**config.mk**
```make
export PLATFORM = sky130hd
export DESIGN_NAME = control_configuracion
export DESIGN_NICKNAME = d
export VERILOG_FILES = /design/src/rtl/control_configuracion_pkg.sv /design/src/rtl/detector_flanco.sv /design/src/rtl/control_configuracion.sv
export SDC_FILE = /design/constraint.sdc
export NUM_CORES = 1
export LEC_CHECK = 0
export BUFFER_PORTS_ARGS = -buffer_cell sky130_fd_sc_hd__buf_2
export CAP_MARGIN = 15
export CORE_ASPECT_RATIO = 0.6
export CORE_MARGIN = 1.5
export CORE_UTILIZATION = 63
export DETAILED_ROUTE_END_ITERATION = 16
export PLACE_DENSITY_LB_ADDON = 0.12
export SETUP_SLACK_MARGIN = 0.4
export SYNTH_ARGS = -nofsm -noshare
export SYNTH_HDL_FRONTEND = slang
export SYNTH_SLANG_ARGS = --single-unit
```
**constraint.sdc**
```tcl
create_clock -name clk -period 2.74 [get_ports clk]
set_input_delay 0.548 -clock clk [delete_from_list [all_inputs] [get_ports clk]]
set_output_delay 0.548 -clock clk [all_outputs]
set_load 0.05 [all_outputs]
```
**src/rtl/control_configuracion_pkg.sv**
```systemverilog
// Shared encodings for the configuration controller and the register chip-select decoder.
package control_configuracion_pkg;

  typedef enum logic [1:0] {
    StReposo     = 2'b00,
    StSelFuncion = 2'b01,
    StEdicion    = 2'b10
  } estado_e;

  typedef enum logic [1:0] {
    FuncNinguna = 2'b00,
    FuncHora    = 2'b01,
    FuncFecha   = 2'b10,
    FuncTimer   = 2'b11
  } funcion_e;

  // Field index within a group: seg/dia, min/mes, hora/jahr.
  typedef enum logic [1:0] {
    CampoSeg  = 2'b00,
    CampoMin  = 2'b01,
    CampoHora = 2'b10
  } campo_e;

  typedef enum logic [2:0] {
    EvNinguno,
    EvProgramar,
    EvAceptar,
    EvCambio,
    EvDerecha,
    EvIzquierda,
    EvArriba,
    EvAbajo
  } evento_e;

  // Button flank vector order, highest priority first.
  localparam int unsigned IdxProgramar = 0;
  localparam int unsigned IdxAceptar   = 1;
  localparam int unsigned IdxCambio    = 2;
  localparam int unsigned IdxDerecha   = 3;
  localparam int unsigned IdxIzquierda = 4;
  localparam int unsigned IdxArriba    = 5;
  localparam int unsigned IdxAbajo     = 6;
  localparam int unsigned NumBotones   = 7;

  function automatic evento_e evento_prioritario(logic [NumBotones-1:0] flanco);
    evento_e ev;
    ev = EvNinguno;
    if (flanco[IdxProgramar])      ev = EvProgramar;
    else if (flanco[IdxAceptar])   ev = EvAceptar;
    else if (flanco[IdxCambio])    ev = EvCambio;
    else if (flanco[IdxDerecha])   ev = EvDerecha;
    else if (flanco[IdxIzquierda]) ev = EvIzquierda;
    else if (flanco[IdxArriba])    ev = EvArriba;
    else if (flanco[IdxAbajo])     ev = EvAbajo;
    return ev;
  endfunction

  // Group selection never returns to NINGUNA while cycling.
  function automatic logic [1:0] funcion_siguiente(logic [1:0] f);
    logic [1:0] r;
    case (f)
      FuncHora:  r = FuncFecha;
      FuncFecha: r = FuncTimer;
      default:   r = FuncHora;
    endcase
    return r;
  endfunction

  function automatic logic [1:0] campo_siguiente(logic [1:0] c);
    logic [1:0] r;
    case (c)
      CampoSeg: r = CampoMin;
      CampoMin: r = CampoHora;
      default:  r = CampoSeg;
    endcase
    return r;
  endfunction

  function automatic logic [1:0] campo_anterior(logic [1:0] c);
    logic [1:0] r;
    case (c)
      CampoHora: r = CampoMin;
      CampoMin:  r = CampoSeg;
      default:   r = CampoHora;
    endcase
    return r;
  endfunction

endpackage

```
**src/rtl/detector_flanco.sv**
```systemverilog
// Rising-edge detector for a debounced button level; pulso is high on the first sampled-high cycle.
module detector_flanco (
  input  logic clk,
  input  logic reset,
  input  logic nivel,
  output logic pulso
);

  logic nivel_q;

  always_ff @(posedge clk) begin
    if (reset) nivel_q <= 1'b0;
    else       nivel_q <= nivel;
  end

  assign pulso = nivel & ~nivel_q;

endmodule

```
**src/rtl/control_configuracion.sv**
```systemverilog
// Button-driven configuration controller: group selection, field editing, inc/dec strobes
// and an inactivity timeout back to idle.
module control_configuracion
  import control_configuracion_pkg::*;
#(
  parameter int unsigned TIMEOUT_CICLOS = 1000000000
) (
  input  logic       clk,
  input  logic       reset,
  input  logic       btn_programar,
  input  logic       btn_cambio,
  input  logic       btn_aceptar,
  input  logic       btn_derecha,
  input  logic       btn_izquierda,
  input  logic       btn_arriba,
  input  logic       btn_abajo,
  output logic [1:0] funcion_conf,
  output logic [1:0] campo_sel,
  output logic       pulso_incr,
  output logic       pulso_decr,
  output logic       modo_config,
  output logic       fin_timeout
);

  localparam int unsigned CntWidth = $clog2(TIMEOUT_CICLOS + 1);
  localparam logic [CntWidth-1:0] CntMax = CntWidth'(TIMEOUT_CICLOS - 1);
  localparam logic [CntWidth-1:0] CntUno = CntWidth'(1);

  logic [NumBotones-1:0] nivel;
  logic [NumBotones-1:0] flanco;
  evento_e               evento;
  logic                  hay_evento;
  estado_e               estado_q;
  logic [CntWidth-1:0]   cnt_q;

  always_comb begin
    nivel               = '0;
    nivel[IdxProgramar] = btn_programar;
    nivel[IdxAceptar]   = btn_aceptar;
    nivel[IdxCambio]    = btn_cambio;
    nivel[IdxDerecha]   = btn_derecha;
    nivel[IdxIzquierda] = btn_izquierda;
    nivel[IdxArriba]    = btn_arriba;
    nivel[IdxAbajo]     = btn_abajo;
  end

  for (genvar i = 0; i < NumBotones; i++) begin : g_detector
    detector_flanco u_detector (
      .clk   (clk),
      .reset (reset),
      .nivel (nivel[i]),
      .pulso (flanco[i])
    );
  end

  always_comb begin
    evento     = evento_prioritario(flanco);
    hay_evento = |flanco;
  end

  always_ff @(posedge clk) begin
    if (reset) begin
      estado_q     <= StReposo;
      cnt_q        <= '0;
      funcion_conf <= FuncNinguna;
      campo_sel    <= CampoSeg;
      pulso_incr   <= 1'b0;
      pulso_decr   <= 1'b0;
      modo_config  <= 1'b0;
      fin_timeout  <= 1'b0;
    end else begin
      pulso_incr  <= 1'b0;
      pulso_decr  <= 1'b0;
      fin_timeout <= 1'b0;

      if (estado_q == StReposo) begin
        cnt_q <= '0;
        if (evento == EvProgramar) begin
          estado_q     <= StSelFuncion;
          funcion_conf <= FuncHora;
          campo_sel    <= CampoSeg;
          modo_config  <= 1'b1;
        end
      end else if (!hay_evento) begin
        // Timeout only fires in a cycle with no button event at all.
        if (cnt_q == CntMax) begin
          estado_q     <= StReposo;
          funcion_conf <= FuncNinguna;
          campo_sel    <= CampoSeg;
          modo_config  <= 1'b0;
          fin_timeout  <= 1'b1;
          cnt_q        <= '0;
        end else begin
          cnt_q <= cnt_q + CntUno;
        end
      end else begin
        cnt_q <= '0;
        if (evento == EvProgramar) begin
          estado_q     <= StReposo;
          funcion_conf <= FuncNinguna;
          campo_sel    <= CampoSeg;
          modo_config  <= 1'b0;
        end else if (estado_q == StSelFuncion) begin
          case (evento)
            EvAceptar: begin
              estado_q  <= StEdicion;
              campo_sel <= CampoSeg;
            end
            EvCambio: funcion_conf <= funcion_siguiente(funcion_conf);
            default: ;
          endcase
        end else if (estado_q == StEdicion) begin
          case (evento)
            EvDerecha:   campo_sel  <= campo_siguiente(campo_sel);
            EvIzquierda: campo_sel  <= campo_anterior(campo_sel);
            EvArriba:    pulso_incr <= 1'b1;
            EvAbajo:     pulso_decr <= 1'b1;
            default: ;
          endcase
        end else begin
          // Unreachable encoding: recover to idle.
          estado_q     <= StReposo;
          funcion_conf <= FuncNinguna;
          campo_sel    <= CampoSeg;
          modo_config  <= 1'b0;
        end
      end
    end
  end

endmodule

```
## After elaboration in Yosys (flattened, before gate mapping)

Cells that the tools add are included.

- Register bits: 47
- Input port bits: 9

- $add $sub $neg: 1
- Eq/ne operators: 21
- Multiplexer cells: 41
- Bitwise logic cells: 16
- Reduce and logical (&&, ||, !) cells: 11

Operator list:

| kind | count |
|---|---|
| two-way mux 2 bit | 20 |
| adder 30 x 1 -> 30 bit, second input constant | 1 |
| equality test 30 bit, second input constant | 1 |
| two-way mux 3 bit | 7 |
| one-hot mux 2 bit (2 select lines) | 4 |
| AND reduction 4 bit | 4 |
| equality test 3 bit, second input constant | 4 |
| two-way mux 1 bit | 10 |
| OR reduction 10 bit | 1 |
| NOT 1 bit | 9 |
| OR reduction 9 bit | 1 |
| != test 4 x 3 -> 1 bit, second input constant | 2 |
| bitwise AND 1 bit | 7 |
| OR reduction 7 bit | 1 |
| equality test 2 x 1 -> 1 bit, second input constant | 3 |
| equality test 2 bit, second input constant | 3 |
| equality test 3 x 2 -> 1 bit, second input constant | 2 |
| != test 3 bit, second input constant | 2 |
| != test 6 x 4 -> 1 bit, second input constant | 1 |
| OR reduction 6 bit | 1 |
| logical NOT 2 bit | 2 |
| != test 4 bit, second input constant | 1 |
| equality test 3 x 1 -> 1 bit, second input constant | 1 |
| nonzero test 3 bit | 1 |
| != test 2 x 1 -> 1 bit, second input constant | 1 |

## Longest topological paths before layout

Gate-level depths: netlist (run 1).

- Word-level depth: 16
- Gate-level depth with buffers: 8
- Depth with buffers taken out: 7

## Modules after synthesis

From an unflattened synthesis (run 1), not the netlist that was laid out.

- Cells, all modules: 254
- Area total of the unflattened synthesis: 2321.0 um2

Modules (own cells, without submodules):

| module | times used | cells an instance | area each (um2) |
|---|---|---|---|
| control_configuracion | 1 | 233 | 1988.2 |
| detector_flanco | 7 | 3 | 47.5 |

## Worst setup path before layout (run 1)

Ideal clock, no wire load.

- Kind: input -> register
- From: input port btn_aceptar
- To: register cnt_q[23]
- Library setup time: 0.064 ns
- Arrival: 1.884 ns
- Required time: 2.676 ns
- Setup slack: 0.792 ns
- Stages on the path: 7
- Path through: nor2b_1 -> nor4_1 -> nand4b_1 -> or3_1 -> buf_2 -> buf_6 -> nor2_1

- Cells in the longest elaborated chain, start to end: 2

Ends and longest elaborated chain:

| item | RTL line | text |
|---|---|---|
| start: declaration | control_configuracion.sv:12 | `input logic btn_aceptar,` |
| bitwise AND 1 bit | detector_flanco.sv:16 | `assign pulso = nivel & ~nivel_q;` |
| OR reduction 10 bit (no source line) | n/a |  |
| end signal: assignment | control_configuracion.sv:94 | `cnt_q <= cnt_q + CntUno;` |
| end: declaration | control_configuracion.sv:34 | `logic [CntWidth-1:0] cnt_q;` |

No other way between the ends.
A chain may end at the register's enable or synchronous reset.

## Worst setup path after layout (run 1)

- From: register cnt_q[0]
- To: register funcion_conf[0]

- Cells in the longest elaborated chain, start to end: 3

Ends and longest elaborated chain:

| item | RTL line | text |
|---|---|---|
| equality test 30 bit | control_configuracion.sv:86 | `if (cnt_q == CntMax) begin` |
| nonzero test 3 bit (no source line) | n/a |  |
| AND reduction 4 bit (no source line) | n/a |  |
| end signal: assignment | control_configuracion.sv:80 | `funcion_conf <= FuncHora;` |
| end signal: assignment | control_configuracion.sv:88 | `funcion_conf <= FuncNinguna;` |
| end signal: assignment | control_configuracion.sv:100 | `funcion_conf <= FuncNinguna;` |
| end: declaration | control_configuracion.sv:17 | `output logic [1:0] funcion_conf,` |

No other way between the ends.

==> metrics.txt, run 1 <==
synthesized flop and latch total=47; ANT cells=0; Final #Nets=286; crit start category=flop; first-pass GRT wire length=7493 um; synthesis-to-finish area growth=8.068%; # Post-CTS Setup Buffers=0; # port buffers=16; FF/Latch Area=940.9 um2; Root Driver=clkbuf_8; crit end category=flop; Core Area=3303 um2; Cell Area, Synth=2202 um2; Initial DRC Count=173; Syn Area/Cell=8.704 um2; pin count of the biggest net entering global routing=28; dpl hpwl=3192 um; minimum clock period=2.114 ns; Hold Fails Final Rpt=0; Peak VDD IR=0.0003630 V; Max Fanout on Critical Path=4; vias in the first global route=1556; P_leak=0.8061 nW; gpl congestion=0.9643; CTS Hold Bufs=0; Post-DRT Antenna Nets=0; clock sinks=47; Wirelength per Cell=13.40 um; syn_nets=267; GRT Total Usage=25.33%; Post-synth EDFFs=0; initial antenna violation count=0; starting density of the core=66.67%; die area=3871 um2; largest area contributor in the netlist=dfxtp_1; I/O pins=17; RSZ-0062 raised after global routing=no; CP Class=flop to flop; Final setup viols=0; Worst Max-Slew Pin Slew=0.6181 ns; clk_skew=0.007676 ns; Max Cap Viol=0; via count=1722; largest cells by area after synthesis=dfxtp_1, nor2_1, xnor2_1, xor2_1, nor2b_1; PD cells=489.8 nW/um2; layout cell share with drive strength beyond 1=11.81%; Post-Route WL=4235 um; chip height=48.80 um; post-layout util=72.05%; Filler Cells Inserted=257; Pre-antenna DRT Iters=4; Syn. warnings=0; area share of the largest cell type after synthesis=42.73%; Post-Synthesis Cells=253; status=completed; clock-pin slew on the worst setup and hold paths=0.07 ns; Async SR Flop Fraction=0%; Vias/cell=5.449; WP data arrival=2.33 ns; CTS buffer count=5; fmax=473.0 MHz; Site Rows=16; DR DRC count=0; Distinct cells, synth=44; final period utilization=77.16%; top-count cell post-synth=dfxtp_1; Sum Neg Setup Slack=0 ns; worst hold path class=flop to flop; multi-input logic area=1189 um2; Max clock buf depth=2; Worst-Skew Late Latency=0.30 ns; synth cell count leaders=dfxtp_1, nor2_1, nand2_1, nor2b_1, xnor2_1; sequential-to-total area share from yosys stat=42.73%; Slew HR=58.64%; Req. time, crit path=2.96 ns; Max Slew Vio Count=0; post_cts resized=0; H-tree levels=2; Most used DFF post-synth=dfxtp_1; CTS tree=built; die width=79.33 um; GRT overflow=0
where the power goes:
group / leakage (nW) / internal [mW] / total, mW / switching (mW)
registers: 0.381 / 0.693 / 0.700 / 0.00722
logic: 0.388 / 0.0315 / 0.0884 / 0.0569
clock network: 0.0371 / 0.170 / 0.377 / 0.207
total: 0.806 / 0.894 / 1.17 / 0.271
routing by layer:
metal,vias up,share of wire (%),track usage [%],wire length (um)
li1,898,-,-,-
met1,780,56,41.29,2382
met2,37,37,31.20,1563
met3,7,5.7,7.664,242
met4,0,1.1,7.018,46
met5,-,0,0,0
layout make-up:
type	count	share of cell area, %
multi-input combinational	193	49.95
inverter	7	1.104
sequential	47	39.54
timing repair buffer	18	3.996
clock buffer	6	3.049
tap	45	2.366
cells in the final DEF, fill, tap and decap left out, types with 4 or more instances in the layout:
master	synthesis	final
a21oi_1	10	10
nor2_1	43	43
and3_1	6	6
clkbuf_8	0	5
nor2b_1	16	16
nor3_1	5	5
o21ai_0	7	7
buf_2	1	16
xor2_1	12	12
ha_1	5	5
nand2b_1	8	8
nand2_1	16	16
dfxtp_1	47	47
or3_1	4	4
nand4_1	9	9
xnor2_1	14	14
nand3_1	10	10
inv_1	7	7
final timing paths:
path,slack [ns],to,startpoint,cells past startpoint
hold / removal,0.47,cnt_q[0],cnt_q[0],1
hold reg to reg,0.47,cnt_q[0],cnt_q[0],1
setup / recovery,0.63,funcion_conf[0],cnt_q[0],7
setup reg to reg,0.63,funcion_conf[0],cnt_q[0],7
logic make-up after synthesis:
kind of cell / after synthesis / share of synthesized area, %
AO/OA/AOI/OAI: 29 / 8.409
XOR/XNOR: 26 / 10.34
AND/OR/NAND/NOR: 132 / 31.88
multiplexers: 1 / 0.5113
adder cells (fa/ha/maj): 5 / 2.841
flip-flops: 47 / 42.73
buffers and inverters: 13 / 3.295
worst max-delay path, stage by stage (launching register included):
cell and delay, ns:
dfxtp_1 0.37, ha_1 0.22, and4_1 0.26, nand3_2 0.15, nor4_4 0.37, o21ai_2 0.13, or3_1 0.38, a21oi_1 0.15
sequential cells by signal (all words and copies together) (netlist names):
| signal | count |
|---|---|
| campo_sel | 2 |
| cnt_q | 30 |
| estado_q | 2 |
| fin_timeout | 1 |
| funcion_conf | 2 |
| g_detector.u_detector.nivel_q | 7 |
| modo_config | 1 |
| pulso_decr | 1 |
| pulso_incr | 1 |
stage by stage:
| step | std cells | cell area, um2 | power, mW | hold slack (ns) | worst slack [ns] |
|---|---|---|---|---|---|
| after floorplan | 253 | 2202 | 0.7760 | 0.4304 | 0.7924 |
| after global placement | 310 | 2307 | 0.8009 | 0.4451 | 0.5715 |
| after detailed placement | 310 | 2307 | 0.8023 | 0.4537 | 0.5530 |
| after CTS | 316 | 2380 | 1.171 | 0.4710 | 0.6144 |
| after global routing | 316 | 2380 | 1.215 | 0.4740 | 0.4794 |
| final | 316 | 2380 | 1.166 | 0.4693 | 0.6258 |
Power figures use the tool's default switching activity.
==> run 2, diff against run 1 <==
Settings changed: CORE_UTILIZATION 63 to 53.
Clock period 2.74 ns to 1.8 ns, I/O delays scaled along.
==> run 2 against run 1 <==
  * Highest routed layer unchanged
  * Global-route usage decreased by 0.70 points
  * Core utilization increased by 4.1 points
  * Die area increased by 18%
  * Sequential power increased by 53%
  * Sequential cell count unchanged
  * Total power increased by 64%
  * Design area increased by 23%
  * The run now ends with setup timing left
  * Clock skew about the same
  * Count of clock-buffer cells in the layout decreased by 1
==> metrics.txt, run 2 (synthesis gave the netlist of run 1 again) <==
# port buffers=16; Hold Fails Final Rpt=0; synthesis-to-finish area growth=32.44%; max reg flops=30; clock-pin slew on the worst setup and hold paths=0.09 ns; Max clock buf depth=2; hold_sp=btn_programar; Peak VDD IR=0.0004661 V; RSZ-0062 raised after global routing=yes; GRT Total Usage=24.63%; worst hold path class=primary input to flop; die width=86.22 um; critical path's top delay family=simple AND/OR/NAND/NOR gates; initial antenna violation count=0; DR DRC count=0; CTS buffer count=5; Worst Max-Slew Pin Slew=0.5073 ns; fmax=531.6 MHz; P_leak=1.081 nW; Biggest register=cnt_q; Worst path max stage delay=0.54 ns; Max Fanout on Critical Path=4; Final setup viols=31; Site Rows=17; Req. time, crit path=2.04 ns; dpl hpwl=3612 um; gpl congestion=0.9016; ANT cells=0; Max Cap Viol=0; starting density of the core=57.52%; violated checks=setup timing; minimum clock period=1.881 ns; Layout Cells excl Fill=360; Worst-Skew Late Latency=0.30 ns; first-pass GRT wire length=8369 um; pin count of the biggest net entering global routing=28; multi-input logic area=1366 um2; H-tree levels=2; via count=1981; Post-DRT Antenna Nets=0; CP Class=flop to flop; Slew HR=65.98%; final period utilization=104.5%; PnR worst setup slack=-0.08114 ns; FF-to-FF path depth=6; clock sinks=47; Root Driver=clkbuf_8; Vias/cell=5.503; I/O pins=17; Hold EP=g_detector[0].u_detector.nivel_q; status=finished, violations left; FF/Latch Area=958.4 um2; biggest regs=cnt_q x30, g_detector.u_detector.nivel_q x7; R2R Setup Slk=-0.08 ns; GRT overflow=0; Core Area=3829 um2; Filler Cells Inserted=265; PD cells=654.9 nW/um2; Wirelength per Cell=14.99 um; crit start category=flop; Pre-antenna DRT Iters=5; vias in the first global route=1767; number of cells after detailed placement=344; Post-Route WL=5398 um; most common cell after layout, fill and taps aside=nor2_1; CTS Hold Bufs=0; WP data arrival=2.12 ns; clk_skew=0.007360 ns; Crit Reg-Reg Startpoint=cnt_q[13]; chip height=52.93 um; Final Power=1.910 mW; Hold Path Stages=2; layout cell share with drive strength beyond 1=36.74%; Crit-path slowest cell=or4_4; post-layout util=76.18%; commonest non-fill, non-tap cells in the layout=nor2_1, buf_4, dfxtp_1; Critical path buffers and inverters=1; crit end category=flop; CTS tree=built; worst hold margin=0.2959 ns; CP cell instances=or4_4 -> nor4_4 -> buf_4 -> o21ai_4 -> or3_1 -> a21oi_1; Max Slew Vio Count=0; Initial DRC Count=139; Reg-to-Reg End=funcion_conf[0]; die area=4563 um2; Final #Nets=326
## run 2: changes by cell type in the layout (fill, tap and decap cells not counted), sizes merged
| cell | change |
|---|---|
| clkinv | +3 |
| clkbuf | -1 |
| buf | +40 |
## run 2: timing repair
action / 4_1_cts / 5_1_grt
resized for setup: 16 / 27
pin swaps: 8 / 15
setup endpoints to repair: 40 / 40
setup buffers: 0 / 8
## run 2: worst register-to-register path, delay by kind of cell (launching register included)
family	cells	cell delay, ns
AO/OA/AOI/OAI	2	0.19
AND/OR/NAND/NOR	3	1.12
flip-flops	1	0.33
buffers and inverters	1	0.19
## run 2: per-layer routing
layer  wire length, um  track usage [%]  vias to the layer above
met5                 0                0                        -
met2              2198            33.99                       67
li1                  -                -                      980
met3               369            6.084                       10
met4                78            6.183                        0
met1              2751            37.68                      924
## run 2: layout make-up
cell class / instances / area share, %
repair buffers: 58 / 14.50
inverters: 7 / 0.9009
flip-flops and latches: 47 / 32.86
multi-input cells: 193 / 46.85
clock inverters: 3 / 0.5148
well taps: 47 / 2.016
clock buffers: 5 / 2.360
## run 2: how the worst max path moves through the flow
| stage | start | endpoint | slack [ns] | cells after the start |
|---|---|---|---|---|
| after global routing | cnt_q[13] | funcion_conf[0] | -0.15 | 6 |
| after floorplan | cnt_q[13] | funcion_conf[0] | 0.02 | 5 |
| after detailed placement | btn_aceptar | campo_sel[0] | -0.09 | 7 |
| final | cnt_q[13] | funcion_conf[0] | -0.08 | 6 |
| after global placement | btn_aceptar | campo_sel[0] | -0.1 | 7 |
| after CTS | cnt_q[16] | funcion_conf[0] | -0.03 | 6 |
## run 2: metrics by stage
step	TNS, ns	worst slack (ns)	area (um2)
2_1_floorplan	0	0.01755	2248
3_3_place_gp	-0.2362	-0.09516	2603
5_1_grt	-3.428	-0.1515	2917
6_report	-0.8080	-0.08114	2917
4_1_cts	-0.07513	-0.02696	2734
3_5_place_dp	-0.2942	-0.08844	2603
## run 2: report_power, final
part | total [mW] | internal (mW) | switching (mW)
clock | 0.617 | 0.266 | 0.350
combinational | 0.225 | 0.106 | 0.119
sequential | 1.07 | 1.06 | 0.0130
